<file path="config.mk">
export PLATFORM = sky130hd
export DESIGN_NAME = rsa_modexp_serial
export DESIGN_NICKNAME = d
export VERILOG_FILES = /design/src/rtl/rsa_modexp_serial.sv
export SDC_FILE = /design/constraint.sdc
export NUM_CORES = 2
export LEC_CHECK = 0
export CAP_MARGIN = 20
export CORE_ASPECT_RATIO = 1.25
export CORE_UTILIZATION = 30
export DETAILED_ROUTE_END_ITERATION = 10
export GPL_ROUTABILITY_DRIVEN = 0
export PLACE_DENSITY_LB_ADDON = 0.1
export SYNTH_ARGS = -nofsm -noshare
export SYNTH_HDL_FRONTEND = slang
export SYNTH_SLANG_ARGS = --single-unit
</file>
<file path="constraint.sdc">
create_clock -name clk -period 5.8 [get_ports clk]
set_clock_uncertainty 0.15 [all_clocks]
set_input_delay 1.16 -clock clk [delete_from_list [all_inputs] [get_ports clk]]
set_output_delay 1.16 -clock clk [all_outputs]
set_load 0.1 [all_outputs]
</file>
<file path="src/rtl/rsa_modexp_serial.sv">
// C = M^E mod N via bit-serial radix-2 Montgomery; 2 cycles on error/E==0, else 1+(WIDTH+2)*(3+L+popcount(E)).
// start is ignored while busy (not queued); RSA_MODEXP_CYCLE_CNT_EN adds a saturating busy-cycle counter port.
module rsa_modexp_serial #(
  parameter int WIDTH  = 64,
  parameter int E_BITS = 64
) (
  input  logic              clk,
  input  logic              rst_n,
  input  logic              start,
  input  logic [WIDTH-1:0]  M,
  input  logic [E_BITS-1:0] E,
  input  logic [WIDTH-1:0]  N,
  input  logic [WIDTH-1:0]  R2_MOD_N,
  output logic [WIDTH-1:0]  C,
  output logic              busy,
  output logic              done,
  output logic              err
`ifdef RSA_MODEXP_CYCLE_CNT_EN
  ,
  output logic [31:0]       cycle_cnt
`endif
);

  localparam int CW = $clog2(WIDTH + 2);
  localparam int BW = (E_BITS > 1) ? $clog2(E_BITS) : 1;
  localparam logic [CW-1:0] LAST = CW'(WIDTH + 1);
  localparam logic [CW-1:0] ITER = CW'(WIDTH);

  typedef enum logic [2:0] {IDLE, CHECK, CONV_M, CONV_R, SQR, MUL, FINAL} state_t;

  state_t            state, state_nxt;
  logic [WIDTH-1:0]  m_r, n_r, r2_r, mb, rb, a_sh, b_r;
  logic [E_BITS-1:0] e_r;
  logic [WIDTH+1:0]  s;
  logic [CW-1:0]     cnt;
  logic [BW-1:0]     bit_idx, hi_idx;
  logic              quick, quick_err;

  logic              accept, fin, op_last, in_err, e_zero, bit_set, adv_bit;
  logic [WIDTH-1:0]  op_a, op_b, res;
  logic [WIDTH+1:0]  t_add, t_red, s_nxt, s_cor;

  always_ff @(posedge clk or negedge rst_n) begin
    if (!rst_n) state <= IDLE;
    else        state <= state_nxt;
  end

  always_comb begin
    state_nxt = state;
    busy      = (state != IDLE);
    accept    = (state == IDLE) && start;
    op_last   = (cnt == LAST);
    in_err    = !n_r[0] || (n_r <= WIDTH'(1)) || (m_r >= n_r);
    e_zero    = (e_r == '0);
    bit_set   = e_r[bit_idx];
    fin       = (state == FINAL) && (quick || op_last);
    adv_bit   = op_last && (bit_idx != '0) &&
                (((state == SQR) && !bit_set) || (state == MUL));
    hi_idx    = '0;
    for (int i = 0; i < E_BITS; i++)
      if (e_r[i]) hi_idx = BW'(i);
    op_a = rb;
    op_b = rb;
    case (state)
      CONV_M: begin op_a = m_r;        op_b = r2_r;       end
      CONV_R: begin op_a = WIDTH'(1);  op_b = r2_r;       end
      MUL:    begin op_a = rb;         op_b = mb;         end
      FINAL:  begin op_a = rb;         op_b = WIDTH'(1);  end
      default: ;
    endcase
    case (state)
      IDLE:   if (start) state_nxt = CHECK;
      CHECK:  state_nxt = (in_err || e_zero) ? FINAL : CONV_M;
      CONV_M: if (op_last) state_nxt = CONV_R;
      CONV_R: if (op_last) state_nxt = SQR;
      SQR:    if (op_last) state_nxt = bit_set ? MUL : ((bit_idx == '0) ? FINAL : SQR);
      MUL:    if (op_last) state_nxt = (bit_idx == '0) ? FINAL : SQR;
      FINAL:  if (quick || op_last) state_nxt = IDLE;
      default: state_nxt = IDLE;
    endcase
  end

  // One Montgomery step; S stays below 2N so WIDTH+2 bits never overflow.
  always_comb begin
    t_add = s + (a_sh[0] ? {2'b00, b_r} : '0);
    t_red = t_add + (t_add[0] ? {2'b00, n_r} : '0);
    s_nxt = {1'b0, t_red[WIDTH+1:1]};
    s_cor = (s >= {2'b00, n_r}) ? (s - {2'b00, n_r}) : s;
    res   = s_cor[WIDTH-1:0];
  end

  always_ff @(posedge clk or negedge rst_n) begin
    if (!rst_n) begin
      m_r <= '0; n_r <= '0; r2_r <= '0; e_r <= '0;
      mb <= '0; rb <= '0; a_sh <= '0; b_r <= '0; s <= '0;
      cnt <= '0; bit_idx <= '0; quick <= 1'b0; quick_err <= 1'b0;
      C <= '0; done <= 1'b0; err <= 1'b0;
    end else begin
      done <= fin;
      if (accept) begin
        m_r <= M; e_r <= E; n_r <= N; r2_r <= R2_MOD_N;
        C <= '0; err <= 1'b0;
      end
      if (state == CHECK) begin
        bit_idx   <= hi_idx;
        quick     <= in_err || e_zero;
        quick_err <= in_err;
        cnt       <= '0;
      end else if (state == FINAL && quick) begin
        C   <= quick_err ? '0 : WIDTH'(1);
        err <= quick_err;
      end else if (state != IDLE) begin
        if (cnt == '0) begin
          s    <= '0;
          a_sh <= op_a;
          b_r  <= op_b;
          cnt  <= cnt + 1'b1;
        end else if (cnt <= ITER) begin
          s    <= s_nxt;
          a_sh <= a_sh >> 1;
          cnt  <= cnt + 1'b1;
        end else begin
          cnt <= '0;
          case (state)
            CONV_M:  mb <= res;
            FINAL:   begin C <= res; err <= 1'b0; end
            default: rb <= res;
          endcase
          if (adv_bit) bit_idx <= bit_idx - 1'b1;
        end
      end
    end
  end

`ifdef RSA_MODEXP_CYCLE_CNT_EN
  always_ff @(posedge clk or negedge rst_n) begin
    if (!rst_n)                                   cycle_cnt <= '0;
    else if (accept)                              cycle_cnt <= '0;
    else if (busy && !fin && (cycle_cnt != '1))   cycle_cnt <= cycle_cnt + 32'd1;
  end
`endif

endmodule

</file>
==> flow_summary.toml <==
[final_layout]
fill_cells = 14100
final_cells = 7209
drive_above_1_share_pct = 15.7
design_area_mm2 = 0.0529
nets = 5906
areaGrowthSynthToFinish_pct = 28.2

[synthesis]
yosysUniqueCellTypes = 93
synth_common_cells = "827 x nand2_1, 661 x dfrtp_1, 501 x o21ai_0, 383 x a21oi_1, 260 x ha_1"
synth_top_area_cell = "dfrtp_1"
synth.area.top_cells = "dfrtp_1 40%, ha_1 7.9%, nand2_1 7.5%"
ys_seq_elements = 661
synth.cell_area_mm2 = 0.0413
yosysMostFrequentCell = "nand2_1"
synth-edff-count = 0
synth-main-ff-cell = "dfrtp_1"
avgSynthCellArea_um2 = 8.64
ys_seq_area_share_pct = 40.1
async_flop_share_pct = 100
synth_cells = 4781
yosysTopAreaCellShare_pct = 40.1
synth_nets = 5303
synth_warnings = 0

[timing]
worst_pin_slew_ps = 1080
hold_violations = 0
fin_crit_sh_pct = 104
relSlewSlack_pct = 27.5
post-route-min-period_ps = 6050
rsz0062_at_grt = "true"
timing.fmax_mhz = 165
setup_viol = 13
setup_ws_ps = -249
maxSlewViolCount = 0

[clock_tree]
numClockSinks = 661
numCtsBuffers = 81
cts_tree = "done"
path_clk_slew_ps = 60
clk-insertion-delay-late_ps = 720
cts-root-buf = "clkbuf_16"
hold_buffers = 0
h-tree-depth = 3
clock_path_buffers = 3

[drt]
vias_per_cell = 5.10
post_drt_wl_per_cell_um = 20.8
drt_iter0_drc = 2013
first_pass_iters = 5
antenna_left = 0
drt_wl_total_um = 150000
vias = 36800
drc = 0

[setup_path]
crit_arrival_ps = 6500
critPathKind = "flip-flop to flip-flop"
cp.required_ps = 6250
reg2reg_to = "s[61]"
r2r_start = "a_sh[0]"
crit_fanout = 7
max_stage_delay_ps = 460
rr_worst_depth = 30
worst_setup_path_start_kind = "flip-flop"
end_kind = "flip-flop"
r2r_setup_slack_ps = -250
cpMaxStageDelayCell = "dfrtp_2"

[floorplanning]
start_util_pct = 30.4
dieArea_mm2 = 0.139
fp-row-count = 151
dieWidth_um = 334
core_area_mm2 = 0.136
die_h_um = 417
io_pins = 326

[grt]
grt_pass1_vias = 37200
grt_pass1_wl_um = 229000
grt_max_degree = 139
grt_remaining_overflow = 0
grt_antenna_before_repair = 4
grtUsageTotal_pct = 21.4

[run]
maxCapViolCount = 0

[placement]
dpl.hpwl_um = 114000
placed_cells = 7029
io_buffers = 325
placed_area_mm2 = 0.0493

[outcome]
outcome = "finished, violations left"
violations = "setup timing"

[power_and_ir_drop]
p_leak_nw = 24.8
power_density_mw_per_mm2 = 193
ir_worst_vdd_mv = 0.205

[hold_path]
min_path_type = "primary input to async pin"
-- cell type report --
class | instances | area (µm²) | share of cell area, %
Multi-Input combinational cell | 3671 | 23800 | 45.0
Sequential cell | 661 | 16500 | 31.3
Timing Repair Buffer | 773 | 6950 | 13.1
Clock buffer | 114 | 2290 | 4.33
Tap cell | 1759 | 2200 | 4.16
Inverter | 196 | 736 | 1.39
Clock inverter | 34 | 413 | 0.780
Antenna cell | 1 | 2.50 | 0.00473
-- state kept, by name, summed over array words and instances, names as in the netlist --
register,count
cnt,7
n_r,64
rb,64
s,65
r2_r,64
state,3
mb,64
quick,1
bit_idx,6
m_r,64
quick_err,1
a_sh,64
err,1
e_r,64
done,1
C,64
b_r,64
-- critical path: cells and delay by family (launching register included) --
| family | cells | cell delay, ps |
|---|---|---|
| AOI/OAI and AO/OA | 14 | 2800 |
| xor gates and xnor gates | 2 | 240 |
| adders and majority gates | 2 | 530 |
| buffers and inverters | 2 | 320 |
| DFF | 1 | 460 |
| and+or+nand+nor | 10 | 1440 |
-- per-layer routing --
metal,global-route usage (%),vias to the layer above,part of all wire (%)
met5,0,-,0
li1,-,18200,-
met4,5.84,0,2.3
met2,38.7,640,51
met1,26.6,17700,43
met3,2.49,149,3.2
-- timing repair --
| action | in CTS | in global routing |
|---|---|---|
| pin swaps | 54 | 45 |
| setup buffers | 12 | 15 |
| gates cloned | 1 | 2 |
| resized for setup | 82 | 39 |
| endpoints found under the setup margin | 21 | 25 |
-- through the flow --
stage / hold slack [ps] / setup WS, ps / TNS (ps) / util [%] / total power [mW]
finish: 311 / -249 / -1920 / 38.9 / 10.2
detailed placement: 312 / -493 / -6180 / 36.2 / 4.99
global placement: 307 / -532 / -6640 / 36.2 / 4.99
floorplan: 292 / 4.48 / 0 / - / 4.70
global route: 340 / -554 / -7630 / 38.9 / 10.6
CTS: 323 / -231 / -1060 / 38.6 / 10.4
-- how the worst max path moves through the flow --
stage                       start     to  slack (ps)  cells past startpoint
after floorplan           a_sh[0]  s[61]           4                     30
after global placement    a_sh[0]  s[64]        -530                     30
after detailed placement  a_sh[0]  s[61]        -490                     29
after CTS                 a_sh[0]  s[61]        -230                     30
after global routing      a_sh[0]  s[61]        -550                     29
final                     a_sh[0]  s[61]        -250                     30
-- kinds of logic after synthesis --
group	Yosys count	share of synthesized area (%)
buffers and inverters	449	4.14
AO/OA/AOI/OAI	1643	24.2
multiplexers	147	4.16
adder cells (fa/ha/maj)	263	8.02
XOR/XNOR	179	3.80
AND/OR/NAND/NOR	1439	15.6
flip-flops	661	40.1
-- power breakdown --
part	total [mW]	leakage [nW]	internal, mW	switching (mW)
Combinational	0.286	15.3	0.161	0.125
Clock	5.31	1.31	3.08	2.23
Sequential	4.61	8.15	4.61	0
-- cells in the final DEF (no fill, tap or decap), drive strengths merged, types with 13 or more instances in the layout --
master	instances
xor2	68
clkinv	16
a221oi	13
nand3	47
o21ai	737
a21o	119
o21bai	24
xnor2	111
dfrtp	661
a21oi	386
nand2	827
nor2b	27
nor4	36
clkbuf	116
nand2b	40
mux2	117
inv	201
o211ai	17
or3	15
buf	447
nor2	172
a211oi	29
mux2i	22
o21a	47
nor3	39
a221o	68
o31ai	21
ha	260
and2	139
a22o	60
clkdlybuf4s50	324
a31oi	23
nand4	42
and3	26
Power figures use the tool's default switching activity.
